**src/rtl/alu_issue_stage.sv**
```systemverilog
// RV32I ALU issue stage: decodes one instruction into ALU operands and holds it behind a
// valid/ready handshake. Define ALU_ISSUE_SKID_EN to add a skid entry with a registered ready.
module alu_issue_stage (
    input  logic        clk,
    input  logic        rst_n,
    input  logic        in_valid_i,
    output logic        in_ready_o,
    input  logic [31:0] instr_i,
    input  logic [31:0] rs1_data_i,
    input  logic [31:0] rs2_data_i,
    input  logic        flush_i,
    output logic        out_valid_o,
    input  logic        out_ready_i,
    output logic [31:0] alu_a_o,
    output logic [31:0] alu_b_o,
    output logic [3:0]  alu_control_o,
    output logic [4:0]  rd_o,
    output logic        illegal_o
);

    localparam logic [6:0] OpReg = 7'b0110011;
    localparam logic [6:0] OpImm = 7'b0010011;
    localparam logic [6:0] OpLui = 7'b0110111;

    localparam logic [3:0] AluAdd = 4'b0000;
    localparam logic [3:0] AluSub = 4'b0001;
    localparam logic [3:0] AluSlt = 4'b0010;
    localparam logic [3:0] AluAnd = 4'b0011;
    localparam logic [3:0] AluOr  = 4'b0100;
    localparam logic [3:0] AluXor = 4'b0101;
    localparam logic [3:0] AluSll = 4'b0110;
    localparam logic [3:0] AluSrl = 4'b0111;
    localparam logic [3:0] AluSra = 4'b1000;

    localparam logic [6:0] F7Zero = 7'b0000000;
    localparam logic [6:0] F7Alt  = 7'b0100000;

    typedef struct packed {
        logic [31:0] a;
        logic [31:0] b;
        logic [3:0]  ctrl;
        logic [4:0]  rd;
        logic        illegal;
    } entry_t;

    logic [6:0]  opcode;
    logic [2:0]  funct3;
    logic [6:0]  funct7;
    logic [31:0] op2;
    logic [31:0] shamt_ext;
    logic        legal;
    entry_t      dec;

    assign opcode    = instr_i[6:0];
    assign funct3    = instr_i[14:12];
    assign funct7    = instr_i[31:25];
    assign op2       = (opcode == OpReg) ? rs2_data_i : {{20{instr_i[31]}}, instr_i[31:20]};
    assign shamt_ext = {27'b0, op2[4:0]};

    always_comb begin
        dec         = '0;
        legal       = 1'b1;
        dec.rd      = instr_i[11:7];
        dec.illegal = 1'b0;
        case (opcode)
            OpReg, OpImm: begin
                if (opcode == OpReg && funct7 != F7Zero &&
                    !(funct7 == F7Alt && (funct3 == 3'b000 || funct3 == 3'b101))) begin
                    legal = 1'b0;
                end
                case (funct3)
                    3'b000: begin
                        if (opcode == OpReg && funct7 == F7Alt) begin
                            dec.a    = rs2_data_i;
                            dec.b    = rs1_data_i;
                            dec.ctrl = AluSub;
                        end else begin
                            dec.a    = rs1_data_i;
                            dec.b    = op2;
                            dec.ctrl = AluAdd;
                        end
                    end
                    3'b001: begin
                        if (opcode == OpImm && funct7 != F7Zero) legal = 1'b0;
                        dec.a    = shamt_ext;
                        dec.b    = rs1_data_i;
                        dec.ctrl = AluSll;
                    end
                    // Signed compare is mapped onto the unsigned comparator by flipping sign bits.
                    3'b010: begin
                        dec.a    = rs1_data_i ^ 32'h8000_0000;
                        dec.b    = op2 ^ 32'h8000_0000;
                        dec.ctrl = AluSlt;
                    end
                    3'b011: begin
                        dec.a    = rs1_data_i;
                        dec.b    = op2;
                        dec.ctrl = AluSlt;
                    end
                    3'b100: begin
                        dec.a    = rs1_data_i;
                        dec.b    = op2;
                        dec.ctrl = AluXor;
                    end
                    3'b101: begin
                        if (opcode == OpImm && funct7 != F7Zero && funct7 != F7Alt) begin
                            legal = 1'b0;
                        end
                        if (funct7 == F7Alt) begin
                            dec.a    = rs1_data_i;
                            dec.b    = shamt_ext;
                            dec.ctrl = AluSra;
                        end else begin
                            dec.a    = shamt_ext;
                            dec.b    = rs1_data_i;
                            dec.ctrl = AluSrl;
                        end
                    end
                    3'b110: begin
                        dec.a    = rs1_data_i;
                        dec.b    = op2;
                        dec.ctrl = AluOr;
                    end
                    default: begin
                        dec.a    = rs1_data_i;
                        dec.b    = op2;
                        dec.ctrl = AluAnd;
                    end
                endcase
            end
            OpLui: begin
                dec.a    = 32'h0;
                dec.b    = {instr_i[31:12], 12'b0};
                dec.ctrl = AluAdd;
            end
            default: legal = 1'b0;
        endcase
        if (!legal) begin
            dec         = '0;
            dec.illegal = 1'b1;
        end
    end

    entry_t out_q, out_d;
    logic   out_valid_q, out_valid_d;
    logic   accept;
    logic   retire;

    assign accept = in_valid_i && in_ready_o;
    assign retire = out_valid_q && out_ready_i;

`ifdef ALU_ISSUE_SKID_EN
    entry_t skid_q, skid_d;
    logic   skid_valid_q, skid_valid_d;
    logic   ready_q, ready_d;

    assign in_ready_o = ready_q;

    always_comb begin
        out_d        = out_q;
        out_valid_d  = out_valid_q;
        skid_d       = skid_q;
        skid_valid_d = skid_valid_q;
        if (flush_i) begin
            out_valid_d  = 1'b0;
            skid_valid_d = 1'b0;
        end else if (!out_valid_q || retire) begin
            // Output slot frees up: the older skid entry always goes first.
            if (skid_valid_q) begin
                out_d        = skid_q;
                out_valid_d  = 1'b1;
                skid_valid_d = 1'b0;
            end else if (accept) begin
                out_d       = dec;
                out_valid_d = 1'b1;
            end else begin
                out_valid_d = 1'b0;
            end
        end else if (accept) begin
            skid_d       = dec;
            skid_valid_d = 1'b1;
        end
        ready_d = !skid_valid_d;
    end

    always_ff @(posedge clk or negedge rst_n) begin
        if (!rst_n) begin
            skid_q       <= '0;
            skid_valid_q <= 1'b0;
            ready_q      <= 1'b1;
        end else begin
            skid_q       <= skid_d;
            skid_valid_q <= skid_valid_d;
            ready_q      <= ready_d;
        end
    end
`else
    assign in_ready_o = !out_valid_q || out_ready_i;

    always_comb begin
        out_d       = out_q;
        out_valid_d = out_valid_q;
        if (flush_i) begin
            out_valid_d = 1'b0;
        end else if (accept) begin
            out_d       = dec;
            out_valid_d = 1'b1;
        end else if (retire) begin
            out_valid_d = 1'b0;
        end
    end
`endif

    always_ff @(posedge clk or negedge rst_n) begin
        if (!rst_n) begin
            out_q       <= '0;
            out_valid_q <= 1'b0;
        end else begin
            out_q       <= out_d;
            out_valid_q <= out_valid_d;
        end
    end

    assign out_valid_o   = out_valid_q;
    assign alu_a_o       = out_q.a;
    assign alu_b_o       = out_q.b;
    assign alu_control_o = out_q.ctrl;
    assign rd_o          = out_q.rd;
    assign illegal_o     = out_q.illegal;

endmodule

```
**config.mk**
```make
export PLATFORM = sky130hd
export DESIGN_NAME = alu_issue_stage
export DESIGN_NICKNAME = d
export VERILOG_FILES = /design/src/rtl/alu_issue_stage.sv
export SDC_FILE = /design/constraint.sdc
export NUM_CORES = 1
export LEC_CHECK = 0
export CAP_MARGIN = 20
export CORE_ASPECT_RATIO = 1.2
export CORE_MARGIN = 3
export CORE_UTILIZATION = 38
export CTS_BUF_LIST = sky130_fd_sc_hd__clkbuf_2 sky130_fd_sc_hd__clkbuf_4 sky130_fd_sc_hd__clkbuf_8
export DETAILED_ROUTE_END_ITERATION = 10
export PLACE_DENSITY = 0.72
export SYNTH_ARGS = -nofsm -noshare
export SYNTH_HDL_FRONTEND = slang
export SYNTH_SLANG_ARGS = --single-unit
```
**constraint.sdc**
```tcl
create_clock -name clk -period 1.9 [get_ports clk]
set_clock_uncertainty 0.15 [all_clocks]
set_input_delay 0.19 -clock clk [delete_from_list [all_inputs] [get_ports clk]]
set_output_delay 0.19 -clock clk [all_outputs]
set_load 0.02 [all_outputs]
```
==> results.toml <==
[floorplan]
pin_count = 177
die_h_um = 123
die_x_um = 103
dieArea_um2 = 12700
coreArea_um2 = 11100
start_util = 0.389
rows = 42

[setup_path]
rrSetupSlack_ps = -120
end_kind = "flip-flop"
setup.worst_path.class = "reg -> reg"
critPathArrivalTime_ps = 2130
crit_path_start_kind = "flip-flop"
cp_max_fo = 6
required_ps = 2010

[pwr]
power_w = 0.00370
irDropWorstVdd_mv = 0.381
p_per_area_nw_per_um2 = 489
p_leak_nw = 3.32

[clock_network]
clk_pin_slew_ps = 80
clk_path_buf_depth = 2
cts_htree_levels = 3
cts-root-buf = "clkbuf_8"
cts.sinks = 75
cts_tree = "done"
clock_latency_ps = 360
numCtsBuffers = 9

[sta]
hold_viol = 0
fin_ws_ps = -118
setup_viol = 32
grt_setup_unrepaired = "true"
tightest_slew_ps = 415
whs_ps = 138
relSlewSlack = 0.723
period_needed_ps = 2020
slew_viol_final = 0
clock.fmax_mhz = 496
period_share = 1.06

[detailed_routing]
drc = 0
vias_per_cell = 5.98
first_pass_iters = 5
wl_um = 18500
drt_iter0_drc = 498
routedWlPerCell_um = 21.1
postRouteAntennaNets = 0
vias = 5234

[global_routing]
grt_max_degree = 47
groute.usage.overall = 0.276
grt-ovfl-total = 0
antenna_found_initial = 1
grt_pass1_vias = 5158
grt_pass1_wl_um = 26800

[place]
place_congestion = 0.937
place_inst = 838
io_buffers = 176
hpwl_um = 12400
dpl_worst_slack_ps = -628

[final_layout]
layout_commonest_cell = "clkdlybuf4s50_1"
fin_util = 0.683
layout-drive-gt1-share = 0.285
area_growth_syn_to_layout_pct = 75.6
layout_common_cells = "157 x clkdlybuf4s50_1, 80 x buf_4, 75 x dfrtp_1, 61 x nand2_1, 32 x a21oi_1"
nets = 817
finalNonFillerCells = 875

[yosys]
ys_ff_latch = 75
syn_area_um2 = 4320
synth_warnings = 0
ys.flop_type = "dfrtp_1"
netlist-cell-type-count = 54
synth_edf_count = 0
synthArstFlopShare = 1.00
yosysSeqAreaShare = 0.435
syn_nets = 568
netlist_instances = 467
synth_area_per_cell_um2 = 9.24

[status]
violations = "negative setup slack"
status = "finished, violations left"

[min_path]
hold_class = "in -> async"

[run]
maxCapViolCount = 0
==> critical path, cell delays in order (launching register included) <==
cell and delay (ps):
dfrtp_1 390, nor2b_4 130, inv_2 50, nand4b_1 230, a211o_4 430, buf_6 150, o21bai_1 140, o31ai_1 250
==> timing repair <==
action	in CTS	in global routing
endpoints found under the hold margin	29	0
pin swaps	11	17
resized for setup	58	75
cloned	3	2
hold buffers	1	0
setup buffers	10	7
endpoints found under the setup margin	73	72
==> power breakdown <==
group	switching [W]	internal (W)	total, W
clock	0.000600	0.000700	0.00130
combinational	0.000376	0.000409	0.000786
sequential	0.00000894	0.00161	0.00162
==> cells in the mapped netlist (4+ instances only) <==
cell type	number	area [µm²]
a21oi_1	33	165
nand3_1	7	35.0
a211o_2	19	190
and3_1	7	43.8
o211ai_1	27	203
o21ai_0	40	200
clkbuf_1	33	124
nor2_1	8	30.0
a21boi_0	27	203
o31ai_1	8	60.1
mux2i_1	6	60.1
a22o_1	22	193
a32oi_1	8	70.1
buf_2	4	20.0
dfrtp_1	75	1880
inv_1	6	22.5
nand2_1	61	229
nor3_1	21	105
==> cell families after synthesis <==
logic type | share of synthesized area
flops | 0.435
compound gates | 0.343
xor+xnor | 0.00203
simple gates | 0.147
mux | 0.0217
buf+inv | 0.0519
==> metrics by stage <==
stage,TNS (ps),area [µm²]
after global placement,-35760,6790
after floorplan,-4690,4370
after global routing,-3520,7580
after CTS,-909,7320
after detailed placement,-39480,6790
final,-1720,7580
==> registers in the layout, indices dropped and copies added, names as in the netlist <==
signal / cells
alu_a_o: 32
rd_o: 5
alu_b_o: 32
illegal_o: 1
alu_control_o: 4
out_valid_o: 1
==> path summary, 6_finish.rpt <==
| path | from | to | cells after the start |
|---|---|---|---|
| setup / recovery | out_valid_o | alu_a_o[0] | 7 |
| hold / removal | rst_n | rd_o[4] | 2 |
| setup reg to reg | out_valid_o | alu_a_o[0] | 7 |
| hold reg to reg | alu_a_o[3] | alu_a_o[3] | 2 |
| max in group asynchronous | rst_n | alu_control_o[0] | 3 |
| min in group clk | instr_i[28] | alu_b_o[8] | 4 |
==> metal layers <==
layer,share of wire,track usage,up-vias,wire length [µm]
met3,0.090,0.0523,59,1660
met5,0,0,-,0
met4,0.039,0.141,0,712
met2,0.49,0.439,354,9140
li1,-,-,2259,-
met1,0.38,0.356,2562,6970
==> final cells by class <==
| type | instances | area, µm² |
|---|---|---|
| antenna | 1 | 2.50 |
| tap | 154 | 193 |
| clock buffer | 13 | 166 |
| inverter | 6 | 22.5 |
| fill | 829 | 3510 |
| timing repair buffer | 281 | 2750 |
| sequential | 75 | 1880 |
| multi-input combinational | 343 | 2530 |
| clock inverter | 2 | 35.0 |
Power figures use the tool's default switching activity.
==> edit: new RTL, same settings <==
Add a define of `ALU_ISSUE_SKID_EN`.
--- a/src/rtl/alu_issue_stage.sv
+++ b/src/rtl/alu_issue_stage.sv
@@ -1,4 +1,6 @@
 // RV32I ALU issue stage: decodes one instruction into ALU operands and holds it behind a
 // valid/ready handshake. Define ALU_ISSUE_SKID_EN to add a skid entry with a registered ready.
+`define ALU_ISSUE_SKID_EN
+
 module alu_issue_stage (
     input  logic        clk,
Behaviour: not the same (Yosys sat finds a counterexample within 4 cycles, from zero or initial values and one cycle with rst_n low).
==> edit against the unedited design <==
  * The flow still finishes with violations (negative setup slack)
  * Critical path type is now in2reg
  * Count of clock-buffer cells in the layout rose by 11
  * Clock power is 120% higher
  * Routed wire length grew 74%
  * Setup slack improved by 86 ps
  * Area after synthesis is 90% higher
  * Design area is 61% higher
  * Sequential cell count up 76
  * Die area up 84%
  * Power is 120% higher
  * Critical endpoint is now skid_q[30]
==> edit: results (changes against the unedited design) <==
sw power=2271 uW (+130%); Non-clock buffers, area share=0.2716 (-0.09143); DR WL met2=14750 um (+61%); Tap Cells=270 (+75%); multi-input combinational area share=0.3509 (+0.01692); clk_buf instances=24 (+11); GR Util All Layers=0.2662 (-0.01019); Post-synth top cells=dfrtp_1 (150), a21oi_1 (85), clkbuf_1 (67); R2R Path Start=in_ready_o; status=finished, violations left; Final Worst Setup Slack=-31.76 ps (+86.35 ps); global-route wire length before repair=49180 um (+84%); synth unique cells=59 (+9.3%); met3 routed WL=3251 um (+96%); VDD IR-drop max=0.0004249 V (+11%); setup_tns=-49.76 ps (+1669 ps); slowest library cell on the worst path=nor4_4; Sw Share=0.2800 (+0.01392); Filler cells=1805 (+120%); Final Setup Violations=3 (-91%); DR iter-0 viols=1034 (+110%); largest net degree at the start of global routing=57 (+21%); clock-cell share of area=0.03723 (+0.01065); routability cong.=1.003 (+7.0%); HPWL after DPL=21970 um (+77%); routing usage on met1=0.3465 (-0.009193); hold_ws=44.16 ps (-93.90 ps); grt met3 use=0.07036 (+0.01806); Clk Latency, worst-skew pair=470 ps (+110 ps); failing checks=negative setup slack; Non-CTS buffers=326 (+16%); register area=3780 um^2 (+100%); final net count=1233 (+51%); Largest stage delay, worst path=360 ps (-70 ps); r2r endpoint=alu_b_o[18]; Inverters, non-clock=8 (+2); grt met2 use=0.4090 (-0.03036); Clock group=2850 uW (+120%); Post-Syn Nets=978 (+72%)
## edit: cell types whose count changed after synthesis, sizes merged, moves of 29 or more
| cell | unedited run | this run |
|---|---|---|
| nor2 | 8 | 37 |
| or3 | 0 | 29 |
| dfrtp | 75 | 150 |
| mux2 | 3 | 37 |
| and3 | 8 | 48 |
| a21oi | 33 | 86 |
| a31oi | 0 | 41 |
| nand3 | 7 | 50 |
| clkbuf | 33 | 67 |
## edit: what timing repair did
action / in CTS / in global routing
endpoints found under the setup margin: 145 / 145
hold buffers: 1 / 0
resized for setup: 43 / 59
setup buffers: 10 / 8
endpoints found under the hold margin: 151 / 0
cloned: 2 / 2
pin swaps: 10 / 18
## edit: cells by family (layout without fill, tap and decap cells)
group / Yosys count / count (layout) / share of synthesized area
compound gates: 322 / 322 / 0.2577
other cells: 0 / 1 / 0
buf+inv: 98 / 366 / 0.04897
mux: 42 / 42 / 0.05690
flops: 151 / 151 / 0.4609
simple gates: 263 / 263 / 0.1745
xor+xnor: 1 / 1 / 0.001068
